--- config.mk ---
export PLATFORM = sky130hd
export DESIGN_NAME = dkong_wav_fetch
export DESIGN_NICKNAME = d
export VERILOG_FILES = /design/src/rtl/dkong_wav_fetch.sv
export SDC_FILE = /design/constraint.sdc
export NUM_CORES = 1
export LEC_CHECK = 0
export ABC_AREA = 1
export CAP_MARGIN = 20
export CORE_UTILIZATION = 56
export DETAILED_ROUTE_END_ITERATION = 8
export PLACE_DENSITY_LB_ADDON = 0.1
export SYNTH_ARGS = -nofsm -noshare
export SYNTH_HDL_FRONTEND = slang
export SYNTH_SLANG_ARGS = --single-unit
--- constraint.sdc ---
create_clock -name I_CLK -period 2.8 [get_ports I_CLK]
set_input_delay 0.56 -clock I_CLK [delete_from_list [all_inputs] [get_ports I_CLK]]
set_output_delay 0.56 -clock I_CLK [all_outputs]
set_load 0.05 [all_outputs]
--- src/rtl/dkong_wav_fetch.sv ---
// Wave ROM byte fetcher: follows the sequencer address, reads the byte over req/ack,
// converts it to signed 16-bit PCM with an optional one-pole low-pass, and silences on idle.
module dkong_wav_fetch #(
    parameter int unsigned CLOCK_RATE  = 24000000,
    parameter int unsigned IDLE_CYCLES = 8708,
    parameter int unsigned ACK_TIMEOUT = 255,
    parameter int unsigned FILT_SHIFT  = 0,
    parameter logic [18:0] RST_AB      = 19'h10000
) (
    input  logic        I_CLK,
    input  logic        I_RSTn,
    input  logic [18:0] I_ROM_AB,
    output logic        O_REQ,
    output logic [18:0] O_ADDR,
    input  logic        I_ACK,
    input  logic [7:0]  I_DATA,
    output logic [15:0] O_SAMPLE,
    output logic        O_SAMPLE_VLD,
    output logic        O_ACTIVE,
    output logic        O_ERR
);

    localparam int unsigned IW = $clog2(IDLE_CYCLES + 1);

    if (IDLE_CYCLES == 0 || CLOCK_RATE == 0) begin : g_param_check
        $error("dkong_wav_fetch: IDLE_CYCLES and CLOCK_RATE must be non-zero");
    end

    typedef enum logic [1:0] {S_IDLE, S_WAIT, S_CONV} state_t;

    state_t             state;
    state_t             state_nxt;
    logic [18:0]        last_ab;
    logic               pending;
    logic [IW-1:0]      idle_cnt;
    logic [7:0]         to_cnt;
    logic [7:0]         data_q;
    logic signed [15:0] filt;

    logic               chg;
    logic               idle_hit;
    logic               idle_done;
    logic               to_hit;
    logic               start_fetch;
    logic               take_ack;
    logic               take_to;
    logic               do_conv;

    logic signed [15:0] x;
    logic signed [16:0] diff;
    logic signed [16:0] step;
    logic signed [15:0] filt_nxt;
    logic signed [15:0] sample_nxt;

    assign chg       = (I_ROM_AB != last_ab);
    assign idle_done = (idle_cnt == IW'(IDLE_CYCLES));
    // chg beats the idle threshold, so a change landing on that cycle never silences
    assign idle_hit  = !chg && (idle_cnt == IW'(IDLE_CYCLES - 1));
    assign to_hit    = (to_cnt == 8'(ACK_TIMEOUT));

    always_ff @(posedge I_CLK) begin
        if (!I_RSTn) begin
            state <= S_IDLE;
        end else begin
            state <= state_nxt;
        end
    end

    always_comb begin
        state_nxt = state;
        case (state)
            S_IDLE:  if (pending) state_nxt = S_WAIT;
            S_WAIT: begin
                if (I_ACK)       state_nxt = S_CONV;
                else if (to_hit) state_nxt = S_IDLE;
            end
            S_CONV:  state_nxt = S_IDLE;
            default: state_nxt = S_IDLE;
        endcase
    end

    always_comb begin
        start_fetch = (state == S_IDLE) && pending;
        take_ack    = (state == S_WAIT) && I_ACK;
        take_to     = (state == S_WAIT) && !I_ACK && to_hit;
        do_conv     = (state == S_CONV);
    end

    // Offset-binary to two's complement: flip the MSB and scale by 256
    always_comb begin
        x          = {~data_q[7], data_q[6:0], 8'h00};
        diff       = {x[15], x} - {filt[15], filt};
        step       = diff >>> FILT_SHIFT;
        filt_nxt   = filt + step[15:0];
        sample_nxt = (FILT_SHIFT == 0) ? x : filt_nxt;
    end

    always_ff @(posedge I_CLK) begin
        if (!I_RSTn) begin
            last_ab      <= RST_AB;
            pending      <= 1'b0;
            idle_cnt     <= '0;
            to_cnt       <= '0;
            data_q       <= '0;
            filt         <= '0;
            O_REQ        <= 1'b0;
            O_ADDR       <= '0;
            O_SAMPLE     <= '0;
            O_SAMPLE_VLD <= 1'b0;
            O_ACTIVE     <= 1'b0;
            O_ERR        <= 1'b0;
        end else begin
            O_SAMPLE_VLD <= 1'b0;

            if (chg) begin
                last_ab  <= I_ROM_AB;
                pending  <= 1'b1;
                idle_cnt <= '0;
            end else begin
                if (!idle_done) idle_cnt <= idle_cnt + 1'b1;
                if (start_fetch) pending <= 1'b0;
            end

            if (start_fetch) begin
                O_ADDR <= last_ab;
                O_REQ  <= 1'b1;
                to_cnt <= '0;
            end

            if (take_ack) begin
                O_REQ  <= 1'b0;
                data_q <= I_DATA;
            end else if (take_to) begin
                O_REQ <= 1'b0;
                O_ERR <= 1'b1;
            end else if (state == S_WAIT) begin
                to_cnt <= to_cnt + 1'b1;
            end

            if (idle_hit) begin
                O_SAMPLE     <= '0;
                filt         <= '0;
                O_ACTIVE     <= 1'b0;
                O_SAMPLE_VLD <= O_ACTIVE;
            end else if (do_conv && !idle_done) begin
                O_SAMPLE     <= sample_nxt;
                filt         <= filt_nxt;
                O_SAMPLE_VLD <= 1'b1;
                O_ACTIVE     <= 1'b1;
            end
        end
    end

endmodule

Word level (Yosys, flattened, before mapping)
Index checks and enable logic that the tools add are counted.

Add/sub/neg operators: 2. Equality and inequality tests: 8. Multiplexer cells: 12. Bitwise operators: 3. Reduce and logical (&&, ||, !) cells: 16.

Operator list (number): $mux W8 (4); $eq A14 B14 Y1 const B (2); $ne A19 B19 Y1 (1); $add A14 B1 Y14 const B (1); $add A8 B1 Y8 const B (1); $eq A8 B8 Y1 const B (1); $logic_and A1 B1 Y1 (6); $mux W2 (3); $mux W1 (4); $pmux W2 S2 (1); $reduce_and A2 Y1 (2); $reduce_or A2 Y1 (2); $logic_not A1 Y1 (3); $ne A3 B3 Y1 const B (1); $not A1 Y1 (3); $reduce_or A3 Y1 (1); $eq A2 B1 Y1 const B (1); $eq A2 B2 Y1 const B (1); $logic_not A2 Y1 (1); $ne A2 B2 Y1 const B (1); $reduce_bool A2 Y1 (1).

Flip-flop bits (word level): 83. Output and inout port bits: 39. Word-level logic and storage cells: 53.

Longest topological paths before layout
Depth after elaboration: 6. Mapped depth: 11. Depth with buffers taken out: 11.

Worst setup path before layout
OpenSTA, ideal clock, no wires.

Path kind: input-to-reg. From: input port I_ROM_AB[11]. To: register idle_cnt[11]. Library setup time: 0.066 ns. Arrival: 1.396 ns. Required time: 2.734 ns. Path slack: 1.337 ns. Stages on the path: 8. Buffers on the path: 1. Path through: xnor2_1 -> nand2_1 -> nor2_1 -> nand2_1 -> nor2_2 -> nand2_2 -> buf_6 -> a21oi_2.

Cells in the longest elaborated chain, start to end: 2.

Ends and longest elaborated chain: start, declared (line 12) `input logic [18:0] I_ROM_AB,`; $ne A19 B19 Y1 (line 55) `assign chg = (I_ROM_AB != last_ab);`; $reduce_or A2 Y1 (no source line); end signal, assigned (line 120) `if (!idle_done) idle_cnt <= idle_cnt + 1'b1;`; end, declared (line 35) `logic [IW-1:0] idle_cnt;`.

No other way between the ends. A chain may end at the register's enable or synchronous reset.

Worst setup path after layout
From: register O_ACTIVE. To: output port O_ACTIVE.

RTL lines: start, declared (line 19) `output logic O_ACTIVE,`; start signal, assigned (line 110) `O_ACTIVE <= 1'b0;`; start signal, assigned (line 143) `O_ACTIVE <= 1'b0;`; start signal, assigned (line 149) `O_ACTIVE <= 1'b1;`.

No word-level cell between the ends.

==> key figures <==
STA
  • Achievable clock frequency: roughly 480 MHz
  • Post-route minimum period: approximately 2.1 ns
  • Worst Skew: around 0.010 ns
  • Fin crit share: 0.749
  • Final setup violation count: 0
  • Final hold slack: ~0.46 ns
  • Final Hold Fails: 0
  • Slew at the pin with the worst max-slew slack: between 0.6 and 0.7 ns
  • Setup TNS Final: 0 ns
  • Unrepaired setup endpoints after global routing: false
  • Worst slew slack as a fraction of its limit: 0.569
  • Final slew viol count: 0

Die
  • Number of I/O pins: around 70
  • Core region area: 6420 sq um
  • Placement row count: 29
  • Die Span Y: about 84 um
  • Die extent in x: ~84 um
  • Overall die area: between 7000 and 8000 sq um
  • Initial core utilization: 0.588

Placement
  • Cells after DPL: 666
  • I/O Buffers: 60
  • Routability Congestion: about 0.81
  • Final HPWL from detailed placement: 5540 um

Drt
  • Vias per inst: roughly 5
  • Sum of routed wire length over all layers: between 7000 and 8000 um
  • ANT nets after route: 0
  • Drt pass-1 iters: 6
  • First-iteration detailed-routing DRC count: 143
  • Avg WL per Cell: between 10 and 15 um
  • DRC Markers: 9
  • Vias after detailed routing: between 3000 and 4000

CTS
  • Number of buffers created by CTS: 9
  • Post-cts gate resize count: 0
  • Clock tree from TritonCTS: done
  • Clock transition at the registers of the reported paths: 0.08 ns
  • Clock latency on the worst-skew pair: ~0.35 ns
  • Clock tree root buffer cell: clkbuf_8
  • Max H-tree Level: 3
  • Post-CTS Hold Fix Bufs: 0
  • Post-CTS Setup Repair Bufs: 0
  • Clk buf depth: 2
  • Total clock sinks: 83

Synthesis
  • Netlist cell types: 36
  • Post-synthesis register bit count: 83
  • Yosys Warn Count: 0
  • Synthesized area: between 3000 and 4000 sq um
  • Register area share after synthesis: 0.440
  • Number of cells produced by synthesis: 540
  • Average footprint of a synthesized cell: about 7.0 sq um

Setup path
  • Max Fanout on Critical Path: 3
  • Critical path launch point: O_ACTIVE$_SDFFE_PP0P_
  • R2R Path End: to_cnt[1]$_SDFF_PN0_
  • Delay-heaviest family, CP: buffers and inverters
  • Path length in cells of the critical path: 1
  • Required arrival time at the worst endpoint: ~2.2 ns
  • Capturing element type of the critical path: output pin
  • Library cell contributing the largest single delay on the critical path: clkdlybuf4s50_1
  • Critical path arrival: approximately 1.5 ns
  • Path depth of the worst reg2reg path: 6
  • R2R Path Start: to_cnt[0]$_SDFF_PN0_
  • Cell breakdown of the critical path: clkdlybuf4s50_1
  • Worst reg2reg setup slack: around 1.2 ns
  • Largest stage delay, worst path: between 0.8 and 0.9 ns
  • Crit Path Category: flop to output pin
  • Kind of launch point of the worst setup path: flop
  • Capture point of the critical path: O_ACTIVE
  • Worst Path Buf+Inv: 1

Final layout
  • Post-Route Utilization: 0.715
  • Fin nets: about 630
  • Number of antenna diodes: 0
  • Fraction of layout cells with a size suffix above 1: 0.0843
  • Filler instances: 540
  • Footprint of the multi-input gates: 1690 sq um
  • Most used cells in the layout excluding fill and tap cells: nand2_1, dfxtp_1, inv_1, clkdlybuf4s50_1, nor2_1
  • Relative area change from synthesis to final layout: 21.8%
  • Number of cells in the finished layout apart from fillers: ~680
  • Most common cell after layout, fill and taps aside: nand2_1
  • Sequential cell area: around 1700 sq um

Outcome
  • Violated checks: design-rule violations
  • Run status: finished, violations left

Global route
  • Remaining global-route overflow: 0
  • Vias in the first global route: about 2900
  • Largest net degree at the start of global routing: 37
  • First-pass GRT wire length: 12800 um
  • Aggregate global-route resource usage: 0.226
  • Initial antenna violation count: 0

Power and ir drop
  • Leakage power: approximately 2 nW
  • Areal power density over the cells: approximately 540 nW/um^2
  • Worst ir drop on vdd: 416 uV

Min path
  • Worst hold-check path type: flop to flop

Job
  • Number of maximum-capacitance violations: 0
## cells in the mapped netlist
library cell  number  area [sq um]
nand2_2            3          18.8
o21ai_4            2          32.5
nand2_4            1          11.3
conb_1             1          3.75
a21oi_2            5          43.8
xor2_1             5          43.8
nor3_4             1          16.3
buf_2              2          10.0
nand3_1           28           140
xnor2_1            5          43.8
inv_2              9          33.8
ha_1               3          37.5
clkbuf_1           8          30.0
buf_4              8          60.1
nor3_2             2          20.0
o21a_1             1          7.51
a211oi_1           2          15.0
nand2_1          145           544
nor4_2             1          12.5
o21ai_0           25           125
nor2_2             7          43.8
nor4_1             1          6.26
inv_1             76           285
o21ai_1            2          10.0
and2_1             1          6.26
nor2_4             1          11.3
nand4_1            6          37.5
a22oi_1            1          7.51
nor2_1            58           218
dfxtp_1           83          1660
a21oi_1           34           170
or2_2              1          6.26
clkinv_1           3          11.3
buf_6              1          11.3
buf_1              2          7.51
nor3_1             6          30.0
## cell type report
| class | count | share of cell area |
|---|---|---|
| multi-input combinational | 355 | 0.368 |
| inverter | 88 | 0.0719 |
| clock inverter | 5 | 0.0114 |
| timing repair buffer | 63 | 0.136 |
| sequential | 83 | 0.362 |
| clock buffer | 11 | 0.0308 |
| tap | 77 | 0.0210 |
## layer usage
metal | global-route usage | share of wire | up-vias
met5 | 0 | 0 | -
met3 | 0.0346 | 0.036 | 11
met2 | 0.386 | 0.48 | 66
met4 | 0.105 | 0.019 | 0
met1 | 0.279 | 0.46 | 1466
li1 | - | - | 1771
## metrics by stage
| step | setup WS, ns | cell area [sq um] | total power, mW |
|---|---|---|---|
| detailed placement | 0.503 | 4400 | 1.67 |
| finish | 0.702 | 4590 | 2.49 |
| global placement | 0.577 | 4400 | 1.66 |
| floorplan | 1.34 | 3800 | 1.54 |
| CTS | 0.690 | 4590 | 2.51 |
| global route | 0.657 | 4590 | 2.61 |
## state kept, by name (all words and copies together), names as in the netlist
register and cells:
pending 1, O_ACTIVE 1, O_ERR 1, last_ab 19, O_REQ 1, to_cnt 8
O_SAMPLE 8, O_SAMPLE_VLD 1, data_q 8, idle_cnt 14, O_ADDR 19, state 2
## cell families (layout without fill, tap and decap cells)
family,count (synthesis),after routing,synth area share
buffers and inverters,109,167,0.119
AND/OR/NAND/NOR,262,262,0.297
flip-flops,83,83,0.440
AO/OA/AOI/OAI,72,72,0.109
XOR/XNOR,10,10,0.0232
adder cells (fa/ha/maj),3,3,0.00995
other,1,8,0.000994
## where the power goes
group	switching (mW)	internal [mW]
Clock	0.416	0.432
Sequential	0.0261	1.23
Combinational	0.253	0.134
Total	0.695	1.79
## worst reg2reg max path, stage by stage, from the launching register on
cell     delay (ns)
dfxtp_1        0.38
ha_1           0.22
nand4_1        0.19
o21ai_4        0.27
inv_2          0.12
a22oi_1        0.19
nor2_1         0.05
## how the worst min path moves through the flow
stage / from / endpoint / slack (ns) / cells past startpoint
after floorplan: data_q[7]$_SDFFE_PN0P_ / data_q[7]$_SDFFE_PN0P_ / 0.44 / 2
after global placement: O_ERR$_SDFFE_PN0P_ / O_ERR$_SDFFE_PN0P_ / 0.44 / 2
after detailed placement: data_q[1]$_SDFFE_PN0P_ / data_q[1]$_SDFFE_PN0P_ / 0.45 / 2
after CTS: data_q[1]$_SDFFE_PN0P_ / data_q[1]$_SDFFE_PN0P_ / 0.47 / 2
after global routing: data_q[4]$_SDFFE_PN0P_ / data_q[4]$_SDFFE_PN0P_ / 0.49 / 2
final: data_q[1]$_SDFFE_PN0P_ / data_q[1]$_SDFFE_PN0P_ / 0.46 / 2
Note: power is estimated with default switching activity, not from simulation.
